## src/rtl/decode_stage_pkg.sv

```systemverilog
// Shared types for the decode stage: opcodes, instruction formats, ALU ops and the
// decoded bundle that travels from decode to execute.
package decode_stage_pkg;

    localparam int unsigned XLEN_MAX = 64;

    typedef enum logic [3:0] {
        ALU_ADD   = 4'd0,
        ALU_SUB   = 4'd1,
        ALU_AND   = 4'd2,
        ALU_OR    = 4'd3,
        ALU_XOR   = 4'd4,
        ALU_SLT   = 4'd5,
        ALU_SLTU  = 4'd6,
        ALU_SLL   = 4'd7,
        ALU_SRL   = 4'd8,
        ALU_SRA   = 4'd9,
        ALU_PASSB = 4'd10
    } aluOperations_t;

    localparam logic [6:0] OPCODE_LOAD     = 7'b0000011;
    localparam logic [6:0] OPCODE_MISC_MEM = 7'b0001111;
    localparam logic [6:0] OPCODE_OP_IMM   = 7'b0010011;
    localparam logic [6:0] OPCODE_AUIPC    = 7'b0010111;
    localparam logic [6:0] OPCODE_STORE    = 7'b0100011;
    localparam logic [6:0] OPCODE_OP       = 7'b0110011;
    localparam logic [6:0] OPCODE_LUI      = 7'b0110111;
    localparam logic [6:0] OPCODE_BRANCH   = 7'b1100011;
    localparam logic [6:0] OPCODE_JALR     = 7'b1100111;
    localparam logic [6:0] OPCODE_JAL      = 7'b1101111;
    localparam logic [6:0] OPCODE_SYSTEM   = 7'b1110011;

    localparam logic [2:0] FUNCT3_ADD_SUB = 3'b000;
    localparam logic [2:0] FUNCT3_SLL     = 3'b001;
    localparam logic [2:0] FUNCT3_SRL_SRA = 3'b101;

    localparam logic [6:0] FUNCT7_BASE = 7'b0000000;
    localparam logic [6:0] FUNCT7_ALT  = 7'b0100000;

    typedef struct packed {
        logic [6:0] funct7;
        logic [4:0] rs2;
        logic [4:0] rs1;
        logic [2:0] funct3;
        logic [4:0] rd;
        logic [6:0] opcode;
    } instruction_rtype_t;

    typedef struct packed {
        logic [11:0] imm;
        logic [4:0]  rs1;
        logic [2:0]  funct3;
        logic [4:0]  rd;
        logic [6:0]  opcode;
    } instruction_itype_t;

    typedef struct packed {
        logic [6:0] imm_hi;
        logic [4:0] rs2;
        logic [4:0] rs1;
        logic [2:0] funct3;
        logic [4:0] imm_lo;
        logic [6:0] opcode;
    } instruction_stype_t;

    typedef struct packed {
        logic       imm12;
        logic [5:0] imm10_5;
        logic [4:0] rs2;
        logic [4:0] rs1;
        logic [2:0] funct3;
        logic [3:0] imm4_1;
        logic       imm11;
        logic [6:0] opcode;
    } instruction_btype_t;

    typedef struct packed {
        logic [19:0] imm;
        logic [4:0]  rd;
        logic [6:0]  opcode;
    } instruction_utype_t;

    typedef struct packed {
        logic       imm20;
        logic [9:0] imm10_1;
        logic       imm11;
        logic [7:0] imm19_12;
        logic [4:0] rd;
        logic [6:0] opcode;
    } instruction_jtype_t;

    typedef union packed {
        instruction_rtype_t rtype;
        instruction_itype_t itype;
        instruction_stype_t stype;
        instruction_btype_t btype;
        instruction_utype_t utype;
        instruction_jtype_t jtype;
    } instruction_t;

    // Wide fields are held at XLEN_MAX; the stage slices them down to XLEN.
    typedef struct packed {
        logic [XLEN_MAX-1:0] pc;
        logic [4:0]          rs1;
        logic [4:0]          rs2;
        logic [4:0]          rd;
        logic [XLEN_MAX-1:0] imm;
        aluOperations_t      alu_op;
        logic                alu_src_imm;
        logic                reg_write;
        logic                mem_read;
        logic                mem_write;
        logic [2:0]          mem_size;
        logic                branch;
        logic                jump;
        logic                illegal;
    } decoded_t;

    function automatic logic [XLEN_MAX-1:0] sext32(input logic [31:0] val);
        return {{(XLEN_MAX - 32){val[31]}}, val};
    endfunction

    // alt selects SUB over ADD and SRA over SRL; other funct3 values ignore it.
    function automatic aluOperations_t alu_from_funct3(input logic [2:0] funct3, input logic alt);
        case (funct3)
            3'b000:  return alt ? ALU_SUB : ALU_ADD;
            3'b001:  return ALU_SLL;
            3'b010:  return ALU_SLT;
            3'b011:  return ALU_SLTU;
            3'b100:  return ALU_XOR;
            3'b101:  return alt ? ALU_SRA : ALU_SRL;
            3'b110:  return ALU_OR;
            default: return ALU_AND;
        endcase
    endfunction

endpackage

```

## src/rtl/decode_stage_instr_decoder.sv

```systemverilog
// Combinational RV32I/RV64I instruction decoder: raw instruction to decoded bundle.
// The pc field is left zero; the stage fills it in.
module decode_stage_instr_decoder
    import decode_stage_pkg::*;
#(
    parameter int unsigned XLEN = 64
) (
    input  instruction_t i_instr,
    output decoded_t     o_dec
);

    localparam bit Rv64 = (XLEN == 64);

    logic [31:0] w_raw;
    logic [6:0]  w_opcode;
    logic [2:0]  w_funct3;
    logic [6:0]  w_funct7;
    logic [31:0] w_imm_i, w_imm_s, w_imm_b, w_imm_u, w_imm_j;
    logic        w_legal;
    decoded_t    w_dec;

    assign w_raw    = i_instr;
    assign w_opcode = i_instr.rtype.opcode;
    assign w_funct3 = i_instr.rtype.funct3;
    assign w_funct7 = i_instr.rtype.funct7;

    assign w_imm_i = {{20{i_instr.itype.imm[11]}}, i_instr.itype.imm};
    assign w_imm_s = {{20{i_instr.stype.imm_hi[6]}}, i_instr.stype.imm_hi, i_instr.stype.imm_lo};
    assign w_imm_b = {{19{i_instr.btype.imm12}}, i_instr.btype.imm12, i_instr.btype.imm11,
                      i_instr.btype.imm10_5, i_instr.btype.imm4_1, 1'b0};
    assign w_imm_u = {i_instr.utype.imm, 12'b0};
    assign w_imm_j = {{11{i_instr.jtype.imm20}}, i_instr.jtype.imm20, i_instr.jtype.imm19_12,
                      i_instr.jtype.imm11, i_instr.jtype.imm10_1, 1'b0};

    always_comb begin
        w_dec   = '0;
        w_legal = 1'b1;
        case (w_opcode)
            OPCODE_OP: begin
                w_dec.rs1       = i_instr.rtype.rs1;
                w_dec.rs2       = i_instr.rtype.rs2;
                w_dec.rd        = i_instr.rtype.rd;
                w_dec.reg_write = 1'b1;
                w_dec.alu_op    = alu_from_funct3(w_funct3, w_funct7 == FUNCT7_ALT);
                if (w_funct7 == FUNCT7_ALT) begin
                    w_legal = (w_funct3 == FUNCT3_ADD_SUB) || (w_funct3 == FUNCT3_SRL_SRA);
                end else begin
                    w_legal = (w_funct7 == FUNCT7_BASE);
                end
            end
            OPCODE_OP_IMM: begin
                w_dec.rs1         = i_instr.itype.rs1;
                w_dec.rd          = i_instr.itype.rd;
                w_dec.imm         = sext32(w_imm_i);
                w_dec.alu_src_imm = 1'b1;
                w_dec.reg_write   = 1'b1;
                w_dec.alu_op      = alu_from_funct3(w_funct3,
                                                    (w_funct3 == FUNCT3_SRL_SRA) && w_raw[30]);
                // RV64 shifts borrow instr[25] as shamt[5], so only funct6 is checked there.
                if (w_funct3 == FUNCT3_SLL) begin
                    w_legal = Rv64 ? (w_raw[31:26] == 6'b000000) : (w_funct7 == FUNCT7_BASE);
                end else if (w_funct3 == FUNCT3_SRL_SRA) begin
                    w_legal = Rv64 ? ((w_raw[31:26] == 6'b000000) || (w_raw[31:26] == 6'b010000))
                                   : ((w_funct7 == FUNCT7_BASE) || (w_funct7 == FUNCT7_ALT));
                end
            end
            OPCODE_LOAD: begin
                w_dec.rs1         = i_instr.itype.rs1;
                w_dec.rd          = i_instr.itype.rd;
                w_dec.imm         = sext32(w_imm_i);
                w_dec.alu_src_imm = 1'b1;
                w_dec.reg_write   = 1'b1;
                w_dec.mem_read    = 1'b1;
                w_dec.mem_size    = w_funct3;
                case (w_funct3)
                    3'b000, 3'b001, 3'b010, 3'b100, 3'b101: w_legal = 1'b1;
                    3'b011, 3'b110:                         w_legal = Rv64;
                    default:                                w_legal = 1'b0;
                endcase
            end
            OPCODE_STORE: begin
                w_dec.rs1         = i_instr.stype.rs1;
                w_dec.rs2         = i_instr.stype.rs2;
                w_dec.imm         = sext32(w_imm_s);
                w_dec.alu_src_imm = 1'b1;
                w_dec.mem_write   = 1'b1;
                w_dec.mem_size    = w_funct3;
                w_legal           = (w_funct3 <= (Rv64 ? 3'd3 : 3'd2));
            end
            OPCODE_BRANCH: begin
                w_dec.rs1    = i_instr.btype.rs1;
                w_dec.rs2    = i_instr.btype.rs2;
                w_dec.imm    = sext32(w_imm_b);
                w_dec.alu_op = ALU_SUB;
                w_dec.branch = 1'b1;
                w_legal      = (w_funct3 != 3'b010) && (w_funct3 != 3'b011);
            end
            OPCODE_JAL: begin
                w_dec.rd          = i_instr.jtype.rd;
                w_dec.imm         = sext32(w_imm_j);
                w_dec.alu_src_imm = 1'b1;
                w_dec.reg_write   = 1'b1;
                w_dec.jump        = 1'b1;
            end
            OPCODE_JALR: begin
                w_dec.rs1         = i_instr.itype.rs1;
                w_dec.rd          = i_instr.itype.rd;
                w_dec.imm         = sext32(w_imm_i);
                w_dec.alu_src_imm = 1'b1;
                w_dec.reg_write   = 1'b1;
                w_dec.jump        = 1'b1;
                w_legal           = (w_funct3 == 3'b000);
            end
            OPCODE_LUI, OPCODE_AUIPC: begin
                w_dec.rd          = i_instr.utype.rd;
                w_dec.imm         = sext32(w_imm_u);
                w_dec.alu_op      = (w_opcode == OPCODE_LUI) ? ALU_PASSB : ALU_ADD;
                w_dec.alu_src_imm = 1'b1;
                w_dec.reg_write   = 1'b1;
            end
            OPCODE_MISC_MEM, OPCODE_SYSTEM: begin
                w_dec.rs1 = i_instr.itype.rs1;
                w_dec.rd  = i_instr.itype.rd;
                w_dec.imm = sext32(w_imm_i);
            end
            default: w_legal = 1'b0;
        endcase

        if (!w_legal) begin
            w_dec.illegal   = 1'b1;
            w_dec.reg_write = 1'b0;
            w_dec.mem_read  = 1'b0;
            w_dec.mem_write = 1'b0;
            w_dec.branch    = 1'b0;
            w_dec.jump      = 1'b0;
        end
    end

    assign o_dec = w_dec;

endmodule

```

## src/rtl/decode_stage.sv

```systemverilog
// Decode pipeline stage: one-cycle registered decode with valid/ready handshake,
// optional 2-entry skid buffer and a flush that drops everything held or incoming.
module decode_stage
    import decode_stage_pkg::*;
#(
    parameter int unsigned XLEN    = 64,
    parameter bit          SKID_EN = 1'b1
) (
    input  logic            i_clk,
    input  logic            i_rst,
    input  logic            i_flush,
    input  logic            i_in_valid,
    output logic            o_in_ready,
    input  logic [31:0]     i_in_instr,
    input  logic [XLEN-1:0] i_in_pc,
    output logic            o_out_valid,
    input  logic            i_out_ready,
    output logic [XLEN-1:0] o_out_pc,
    output logic [4:0]      o_out_rs1,
    output logic [4:0]      o_out_rs2,
    output logic [4:0]      o_out_rd,
    output logic [XLEN-1:0] o_out_imm,
    output logic [3:0]      o_out_alu_op,
    output logic            o_out_alu_src_imm,
    output logic            o_out_reg_write,
    output logic            o_out_mem_read,
    output logic            o_out_mem_write,
    output logic [2:0]      o_out_mem_size,
    output logic            o_out_branch,
    output logic            o_out_jump,
    output logic            o_out_illegal
);

    decoded_t w_dec;
    decoded_t w_bundle;
    logic     w_accept;
    logic     w_main_free;

    decoded_t r_main;
    decoded_t r_skid;
    logic     r_main_valid;
    logic     r_skid_valid;

    decode_stage_instr_decoder #(
        .XLEN (XLEN)
    ) u_instr_decoder (
        .i_instr (instruction_t'(i_in_instr)),
        .o_dec   (w_dec)
    );

    always_comb begin
        w_bundle    = w_dec;
        w_bundle.pc = XLEN_MAX'(i_in_pc);
    end

    assign o_in_ready  = SKID_EN ? !r_skid_valid : (!r_main_valid || i_out_ready);
    assign w_accept    = i_in_valid && o_in_ready;
    assign w_main_free = !r_main_valid || i_out_ready;

    // With SKID_EN=0 the skid is never written: in_ready is low whenever main is stalled.
    always_ff @(posedge i_clk or posedge i_rst) begin
        if (i_rst) begin
            r_main_valid <= 1'b0;
            r_skid_valid <= 1'b0;
            r_main       <= '0;
            r_skid       <= '0;
        end else if (i_flush) begin
            r_main_valid <= 1'b0;
            r_skid_valid <= 1'b0;
            r_main       <= '0;
            r_skid       <= '0;
        end else if (w_main_free) begin
            if (r_skid_valid) begin
                r_main_valid <= 1'b1;
                r_main       <= r_skid;
                r_skid_valid <= 1'b0;
            end else begin
                r_main_valid <= w_accept;
                if (w_accept) begin
                    r_main <= w_bundle;
                end
            end
        end else if (w_accept) begin
            r_skid_valid <= 1'b1;
            r_skid       <= w_bundle;
        end
    end

    assign o_out_valid       = r_main_valid;
    assign o_out_pc          = r_main.pc[XLEN-1:0];
    assign o_out_rs1         = r_main.rs1;
    assign o_out_rs2         = r_main.rs2;
    assign o_out_rd          = r_main.rd;
    assign o_out_imm         = r_main.imm[XLEN-1:0];
    assign o_out_alu_op      = r_main.alu_op;
    assign o_out_alu_src_imm = r_main.alu_src_imm;
    assign o_out_reg_write   = r_main.reg_write;
    assign o_out_mem_read    = r_main.mem_read;
    assign o_out_mem_write   = r_main.mem_write;
    assign o_out_mem_size    = r_main.mem_size;
    assign o_out_branch      = r_main.branch;
    assign o_out_jump        = r_main.jump;
    assign o_out_illegal     = r_main.illegal;

endmodule

```

## config.mk

```make
export PLATFORM = sky130hd
export DESIGN_NAME = decode_stage
export DESIGN_NICKNAME = d
export VERILOG_FILES = /design/src/rtl/decode_stage_pkg.sv /design/src/rtl/decode_stage_instr_decoder.sv /design/src/rtl/decode_stage.sv
export SDC_FILE = /design/constraint.sdc
export NUM_CORES = 1
export LEC_CHECK = 0
export CORE_MARGIN = 4
export CORE_UTILIZATION = 30
export CTS_BUF_LIST = sky130_fd_sc_hd__clkbuf_8
export DETAILED_ROUTE_END_ITERATION = 10
export PLACE_DENSITY = 0.52
export SLEW_MARGIN = 20
export SYNTH_ARGS = -nofsm -noshare
export SYNTH_HDL_FRONTEND = slang
export SYNTH_SLANG_ARGS = --single-unit
```

## constraint.sdc

```tcl
create_clock -name i_clk -period 14.7 [get_ports i_clk]
set_clock_uncertainty 0.2 [all_clocks]
set_input_delay 2.94 -clock i_clk [delete_from_list [all_inputs] [get_ports i_clk]]
set_output_delay 2.94 -clock i_clk [all_outputs]
set_load 0.01 [all_outputs]
```

After elaboration in Yosys (flattened, before gate mapping)
Index checks and enable logic that the tools add are counted.
{"block": "totals", "ff_bits": 316, "input_bits": 101, "out_inout_bits": 159, "word_cells": 119}
{"block": "classes", "order_cmp": 1, "eq_ne": 22, "n_mux": 38, "n_reduce_logical": 28}
{"cell": "$mux W157", "n": 6}
{"cell": "$pmux W64 S5", "n": 1}
{"cell": "$pmux W4 S7", "n": 2}
{"cell": "$eq A7 B6 Y1 const B", "n": 4}
{"cell": "$eq A7 B7 Y1 const B", "n": 4}
{"cell": "$reduce_or A7 Y1", "n": 3}
{"cell": "$mux W1", "n": 20}
{"cell": "$pmux W4 S4", "n": 1}
{"cell": "$mux W5", "n": 3}
{"cell": "$eq A7 B5 Y1 const B", "n": 2}
{"cell": "$reduce_or A5 Y1", "n": 2}
{"cell": "$eq A3 B3 Y1 const B", "n": 3}
{"cell": "$mux W3", "n": 3}
{"cell": "$reduce_or A9 Y1", "n": 1}
{"cell": "$reduce_or A8 Y1", "n": 1}
{"cell": "$eq A7 B2 Y1 const B", "n": 1}
{"cell": "$eq A7 B4 Y1 const B", "n": 1}
{"cell": "$logic_not A7 Y1", "n": 1}
{"cell": "$pmux W1 S7", "n": 1}
{"cell": "$eq A3 B2 Y1 const B", "n": 2}
{"cell": "$eq A6 B5 Y1 const B", "n": 1}
{"cell": "$logic_not A6 Y1", "n": 1}
{"cell": "$ne A3 B2 Y1 const B", "n": 2}
{"cell": "$reduce_bool A3 Y1", "n": 2}
{"cell": "other kinds (12)", "n": 21}

Depth between registers and ports, before layout
Gate-level depths: netlist of the first run.
{"block": "depth", "depth_word": 10, "depth_mapped": 9, "ltp_nobuf": 5}

By module
A second synthesis of the first run with hierarchy kept.
{"block": "unflattened", "hier_cells": 1342, "hier_area_um2": 15298.4}
{"mod": "decode_stage", "instances": 1, "cells_per_inst": 1078, "area_each_um2": 13489.2, "seq_area_each_um2": 7907.6}
{"mod": "decode_stage_instr_decoder", "instances": 1, "cells_per_inst": 264, "area_each_um2": 1809.2, "seq_area_each_um2": 0.0}

Worst setup path after synthesis of the first run
Ideal clock, no wire load.
{"block": "synth_timing", "path_type": "input to register", "start": "in i_in_instr[6]", "end": "reg r_skid[26] (netlist bit)", "setup_time_ns": 0.067, "arrival_ns": 4.248, "required_ns": 14.433, "slack_ns": 10.186, "path_stages": 6, "path_buffers": 1, "cell_sequence": "buf_2 -> or3b_4 -> a21oi_4 -> o21ai_4 -> a211oi_4 -> a221o_1"}
{"block": "synth_between", "elab_chain_cells": 6, "elab_cells_between_ends": 16, "classes_between": "10 x eq/ne; 4 x mux; 2 x reduce/logical"}
{"item": "from (decl)", "line": "decode_stage.sv:14", "rtl": "input logic [31:0] i_in_instr,"}
{"item": "$eq A7 B5 Y1 (tied with other cells)", "line": "decode_stage_instr_decoder.sv:38", "rtl": "case (w_opcode)"}
{"item": "$reduce_or A5 Y1 (no source line) or $reduce_or A2 Y1 (tied branches)"}
{"item": "$pmux W64 S5 (*)", "line": "decode_stage_instr_decoder.sv:38"}
{"item": "$mux W157 (*)", "line": "decode_stage.sv:83", "rtl": "end else if (w_accept) begin"}
{"item": "$mux W157 (*)", "line": "decode_stage.sv:72", "rtl": "end else if (w_main_free) begin"}
{"item": "$mux W157 (*)", "line": "decode_stage.sv:67", "rtl": "end else if (i_flush) begin"}
{"item": "to (signal assigned)", "line": "decode_stage.sv:85", "rtl": "r_skid <= w_bundle;"}
{"item": "to (decl)", "line": "decode_stage.sv:40", "rtl": "decoded_t r_skid;"}
Mark *: on every way between the ends. The rest lies on a longest branch, timed or not. The select of a mux whose other input is x is not followed.
A chain may end at the register's enable or synchronous reset.

Worst setup path in the final report of the first run
{"block": "layout_timing", "start": "in i_in_instr[3]", "end": "reg r_main, in the netlist o_out_imm[30]"}
{"block": "layout_between", "elab_chain_cells": 7, "elab_cells_between_ends": 17, "classes_between": "10 x eq/ne; 5 x mux; 2 x reduce/logical"}
{"item": "$eq A7 B5 Y1 (tied with other cells)", "line": "decode_stage_instr_decoder.sv:38"}
{"item": "$reduce_or A5 Y1 (no source line) or $reduce_or A2 Y1 (tied branches)"}
{"item": "$pmux W64 S5 (*)", "line": "decode_stage_instr_decoder.sv:38"}
{"item": "$mux W157 (*)", "line": "decode_stage.sv:79", "rtl": "if (w_accept) begin"}
{"item": "$mux W157 (*)", "line": "decode_stage.sv:73", "rtl": "if (r_skid_valid) begin"}
{"item": "$mux W157 (*)", "line": "decode_stage.sv:72"}
{"item": "$mux W157 (*)", "line": "decode_stage.sv:67"}
{"item": "to (signal assigned)", "line": "decode_stage.sv:75", "rtl": "r_main <= r_skid;"}
{"item": "to (signal assigned)", "line": "decode_stage.sv:80", "rtl": "r_main <= w_bundle;"}
{"item": "to (decl)", "line": "decode_stage.sv:39", "rtl": "decoded_t r_main;"}
Marks and branches as above.

==> metrics, run 1 <==
overall routing resource usage=17.4%; syn nets=1136; total power=0.00155 W; Die Ht=204 um; post-route minimum period=5.64 ns; crit-path leading delay family=simple AND/OR/NAND/NOR gates; maximum vdd drop=0.0599 mV; Synth area leader=dfrtp_1; worst reg2reg path endpoint=o_out_imm[24]; RSZ-0062 raised after global routing=false; Async SR Flop Fraction=100%; Final Max Tran Viols=0; Synth Area per Inst=11.1 um2; Max-cap violations=0; Final Util=40.2%; period utilization=38.4%; I/O Pins=260; CP startpoint kind=input port; fraction of layout cells with a size suffix above 1=9.01%; dpl hpwl=23900 um; CP cell instances=clkdlybuf4s50_1 -> nand4bb_1 -> o21ai_0 -> o2111ai_1 -> and3_1 -> o21ai_0; CTS buffer count=47; RR Startpoint=r_skid_valid; row count=71; Routed wire per std cell=20.8 um; vias in the first global route=9407; commonest non-fill, non-tap cells in the layout=259 x clkdlybuf4s50_1, 251 x dfrtp_1, 127 x nand2_1; Initial Util=30.5%; RD Place Congestion=0.813; Residual DRC=0; setup bufs post-CTS=0; GRT overflow=0; Post-synth EDFFs=0; slowest stage cell, crit path=nand4bb_1; TNS Setup=0 ns; Setup crit end kind=register; Max stage delay on crit path=0.77 ns; Fill cells=3676; Reg2Reg Depth=7; initial antenna violation count=2; R2R setup slack=11.63 ns; I/O Buffers=259; drt total wl=37200 um; PostCTS Resize Cnt=0; via-per-instance ratio=5.21; H-tree depth=2; Max FO, Critical Path=20; post-synthesis sequential area ratio=54.8%; Reg clk slew, reported paths=0.06 ns; WP buf/inv=1; full die area=0.0415 mm2; Pleak=6.47 nW; CP required=14.98 ns; fmax=0.177 GHz; ant diodes=0; Worst-Skew Late Latency=0.57 ns; pin count of the biggest net entering global routing=116; Mapped Area=0.0115 mm2; WP depth=6; Synth area leaders=dfrtp_1 55%, a22o_1 8.2%, mux2i_1 5.7%; Critical Path Sink=o_out_imm[30]; hold_buf cts=0; Die Wd=204 um; Yosys warning count=0; Post-Synthesis Cells=1035; worst-margin pin slew=1.10 ns; synthesized flop and latch total=252; ys flop type=dfrtp_1; clock root buffer=clkbuf_8; Critical Path Source=i_in_instr[3]; outcome=completed; routed vias=9307; core area=0.0378 mm2; Setup-failing EPs final=0; antenna-violating nets left=0; Netlist cell types=66; HP Class=reg -> reg; PwrDens=102 mW/mm2; Pre-antenna DRT Iters=5; area fraction of the dominant cell type after synthesis=54.8%; most used cell, CP=o21ai_0; nets=1343; Area Growth Syn to Fin=32.0%; CTS max path bufs=3; commonest non-fill, non-tap cell in the layout=clkdlybuf4s50_1; crit path DAT=5.92 ns; Hold Vio Cnt, Final=0; TritonCTS clock tree=built; Setup Crit Path Kind=in -> reg; clk sinks=252; max_slew headroom=26.4%; first-pass GRT wire length=57600 um; initial drt markers=701
per-stage QoR:
stage                     std cells  cell area [um2]  setup WS [ns]  hold slack (ns)
after floorplan                1035            11500           4.63            0.249
after global placement         1704            14300           8.69            0.261
after detailed placement       1704            14300           8.53            0.266
after CTS                      1788            15200           9.16            0.279
after global routing           1788            15200           8.88            0.294
final                          1788            15200           9.06            0.275
sequential cells by signal, indices dropped and copies added, names as in the netlist, 3 cells and up:
name            count
o_out_alu_op        4
o_out_imm          32
o_out_mem_size      3
o_out_pc           64
o_out_rd            5
o_out_rs1           5
o_out_rs2           5
r_skid            125
worst min-delay path: cells and delay by family, from the launching register on:
| kind | cells | cell delay [ns] |
|---|---|---|
| flip-flops | 1 | 0.34 |
| AND/OR/NAND/NOR | 1 | 0.04 |
| AO/OA/AOI/OAI | 1 | 0.06 |
cells by family (layout without fill, tap and decap cells):
kind of cell    Yosys count  in the layout  synth area share (%)
simple gates            225            225                  9.55
flops                   252            252                  54.8
mux                      65             65                  5.66
buf+inv                 122            364                  5.54
compound gates          371            371                  24.4
synthesized netlist by cell type (3+ instances only):
cell and number:
nand2_1 127, dfrtp_1 252, buf_1 9, o211ai_1 5
a31oi_1 4, and2_1 4, nor2b_1 8, a21oi_1 15
nor2_1 23, o31ai_2 4, a221oi_1 4, o31ai_1 4
nor3_2 6, or3_1 3, nand3_1 4, a21o_1 12
and3_1 14, a22o_1 108, a221oi_2 4, a221o_1 23
mux2i_1 65, a22oi_1 23, clkbuf_1 40, a32o_1 8
inv_1 6, nor3_1 10, nand2b_1 7, a211o_1 8
o21ai_1 39, o21ai_0 86, buf_4 36, buf_2 29
power by group:
| part | switching (W) | internal (W) |
|---|---|---|
| combinational | 0.0000987 | 0.0000710 |
| clock | 0.000304 | 0.000355 |
| sequential | 0.0000106 | 0.000713 |
area by class of cell:
class / instances / area, um2 / area share (%)
Clock buffer: 58 / 798 / 5.26
Clock inverter: 26 / 111 / 0.733
Inverter: 7 / 33.8 / 0.222
Multi-Input combinational cell: 661 / 4590 / 30.3
Sequential cell: 252 / 6310 / 41.6
Tap cell: 511 / 639 / 4.21
Timing Repair Buffer: 273 / 2700 / 17.8
per-layer routing:
layer  routed length, um  global-route usage (%)
met1               16200                    23.7
met2               17600                    27.5
met3                2410                    4.37
met4                 920                    5.35
met5                  34                       0
worst min-delay path by stage:
stage | from | end | slack, ns | depth (start not counted)
global route | r_skid[9] | r_skid[9] | 0.29 | 1
detailed placement | r_skid[1] | r_skid[1] | 0.27 | 2
CTS | r_skid[1] | r_skid[1] | 0.28 | 2
finish | o_out_pc[11] | o_out_pc[11] | 0.28 | 2
floorplan | r_skid[2] | r_skid[2] | 0.25 | 2
global placement | r_skid[14] | r_skid[14] | 0.26 | 1
(Power assumes the default switching activity.)
==> run 2, diff against run 1 <==
Clock period 14.7 ns to 5.6 ns, I/O delays scaled along.
==> run 2 against run 1 <==
Wire length increased by 0.63%. Total power increased to 2.7 times the previous value. Sequential power increased to 2.6 times the previous value. Via count decreased by 1.7%. Worst setup slack got worse by 7.3 ns. Clock power increased to 2.9 times the previous value. Highest routed layer unchanged.
==> metrics, run 2 (same netlist as run 1, synthesis figures left out) <==
maximum vdd drop=0.144 mV (was 0.0599 mV); Reg clk slew, reported paths=0.06 ns (about the same); clk sinks=252 (unchanged); CP required=4.28 ns (was 14.98 ns); crit path DAT=2.50 ns (was 5.92 ns); fraction of layout cells with a size suffix above 1=10.1% (was 9.01%); clock root buffer=clkbuf_8 (unchanged); Die Ht=204 um (unchanged); Routed wire per std cell=20.9 um (was 20.8 um); Comb pwr share=10.6% (was 10.9%); RSZ-0062 raised after global routing=false (unchanged); Die Wd=204 um (unchanged); post-route minimum period=3.82 ns; drt total wl=37400 um (was 37200 um); slowest stage cell, crit path=dfrtp_4 (was nand4bb_1); H-tree depth=2 (unchanged); commonest non-fill, non-tap cells in the layout=259 x clkdlybuf4s50_1, 251 x dfrtp_1, 127 x nand2_1 (unchanged); Worst Hold End=o_out_pc[14] (was o_out_pc[11]); Hold Vio Cnt, Final=0 (unchanged); PwrDens=276 mW/mm2 (was 102 mW/mm2); Max-cap violations=0 (unchanged); routed vias=9149 (was 9307); commonest non-fill, non-tap cell in the layout=clkdlybuf4s50_1 (unchanged); CTS buffer count=47 (unchanged); first-pass GRT wire length=57800 um (was 57600 um); outcome=completed (unchanged); Area Growth Syn to Fin=33.6% (was 32.0%); pin count of the biggest net entering global routing=110 (was 116); overall routing resource usage=17.5% (was 17.4%); Pre-antenna DRT Iters=5 (unchanged); Setup Crit Path Kind=reg -> out (was in -> reg); Final Max Tran Viols=0 (unchanged); via-per-instance ratio=5.10 (was 5.21); dpl hpwl=24700 um (was 23900 um); R2R setup slack=2.67 ns (was 11.63 ns); Worst-Skew Late Latency=0.56 ns (was 0.57 ns); Max stage delay on crit path=0.74 ns (was 0.77 ns); sw frac=25.9% (was 26.6%); period utilization=68.3%; internal power=0.00315 W (was 0.00114 W); Post-Layout Cell Count=1795 (was 1788); full die area=0.0415 mm2 (unchanged); Setup-failing EPs final=0 (unchanged); nets=1350 (was 1343); I/O Buffers=259 (unchanged); RD Place Congestion=0.794 (was 0.813); row count=71 (unchanged); CTS max path bufs=3 (unchanged); Setup crit end kind=output port (was register); hold_buf cts=0 (unchanged); worst reg2reg path endpoint=o_out_imm[17] (was o_out_imm[24]); TNS Setup=0 ns (unchanged); TritonCTS clock tree=built (unchanged); Placed Cells=1711 (was 1704); Reg power frac=44.8% (was 46.6%); initial drt markers=575 (was 701); setup bufs post-CTS=0 (unchanged); CP startpoint kind=register (was input port); antenna-violating nets left=0 (unchanged); HP Class=reg -> reg (unchanged); Initial Util=30.5% (unchanged); GRT overflow=0 (unchanged); initial antenna violation count=1 (was 2); Max FO, Critical Path=48 (was 20); Hold Crit Depth=2 (unchanged); core area=0.0378 mm2 (unchanged); Reg with most FFs=r_skid (unchanged); vias in the first global route=9589 (was 9407); CP cell instances=inv_2 -> clkdlybuf4s50_1 (was clkdlybuf4s50_1 -> nand4bb_1 -> o21ai_0 -> o2111ai_1 -> and3_1 -> o21ai_0); Reg2Reg Depth=5 (was 7); fmax=0.262 GHz; Pleak=6.52 nW (was 6.47 nW); worst-margin pin slew=1.03 ns (was 1.10 ns); number of flip-flops in the largest register=125 (unchanged); RR Startpoint=r_skid_valid (unchanged); max_slew headroom=31.2% (was 26.4%); hold path start=o_out_pc[14] (was o_out_pc[11]); PostCTS Resize Cnt=0 (unchanged); ant diodes=0 (unchanged); power share of the clock group=44.6% (was 42.5%); Residual DRC=0 (unchanged); Psw=0.00110 W (was 0.000413 W); I/O Pins=260 (unchanged)
[run 2: changes by cell type in the layout (fill, tap and decap cells not counted), sizes merged]
| cell | change |
|---|---|
| buf | +7 |
| bufinv | +4 |
| clkbuf | -3 |
| clkinv | +5 |
| clkinvlp | +3 |
| inv | -9 |
[run 2: worst max path at each step]
stage / startpoint / end / slack [ns] / depth (start not counted)
4_1_cts: r_skid_valid / o_in_ready / 1.68 / 2
3_3_place_gp: i_out_ready / o_out_rd[4] / 1.53 / 7
2_1_floorplan: i_rst / o_out_alu_op[0] / 0.96 / 1
5_1_grt: r_skid_valid / o_in_ready / 1.61 / 2
6_report: r_skid_valid / o_in_ready / 1.78 / 2
3_5_place_dp: i_in_instr[3] / o_out_imm[30] / 1.56 / 7
[run 2: power groups by stage]
stage,sequential [W],clock (W),combinational [W]
floorplan,0.00194,0,0.000193
global placement,0.00193,0,0.000454
detailed placement,0.00193,0,0.000458
CTS,0.00190,0.00196,0.000459
global route,0.00191,0.00206,0.000491
finish,0.00190,0.00189,0.000451
[run 2: metrics by stage]
step / area, um2 / setup WS, ns / hold slack, ns / total power, W / utilization, %
finish: 15400 / 1.78 / 0.276 / 0.00424 / 40.7
global route: 15400 / 1.61 / 0.299 / 0.00446 / 40.7
CTS: 15400 / 1.68 / 0.276 / 0.00433 / 40.7
detailed placement: 14400 / 1.56 / 0.262 / 0.00239 / 38.1
global placement: 14400 / 1.53 / 0.258 / 0.00239 / 38.0
floorplan: 11500 / 0.964 / 0.249 / 0.00214 / -
[run 2: critical path, delay by kind of cell (launching register included)]
kind,cells,cell delay (ns)
buf+inv,2,1.19
flops,1,0.74
[run 2: routing by layer]
layer | routed length, um | track usage (%) | up-vias
met3 | 2270 | 4.12 | 58
met4 | 1050 | 5.54 | 2
met2 | 17500 | 27.6 | 270
met5 | 8 | 0 | -
met1 | 16600 | 23.9 | 4571
li1 | - | - | 4248
[run 2: cell type report]
type | count | area, um2
inverters | 7 | 30.0
clock buffers | 55 | 757
fillers | 3707 | 22400
well taps | 511 | 639
repair buffers | 280 | 2800
flip-flops and latches | 252 | 6310
clock inverters | 29 | 239
multi-input cells | 661 | 4590
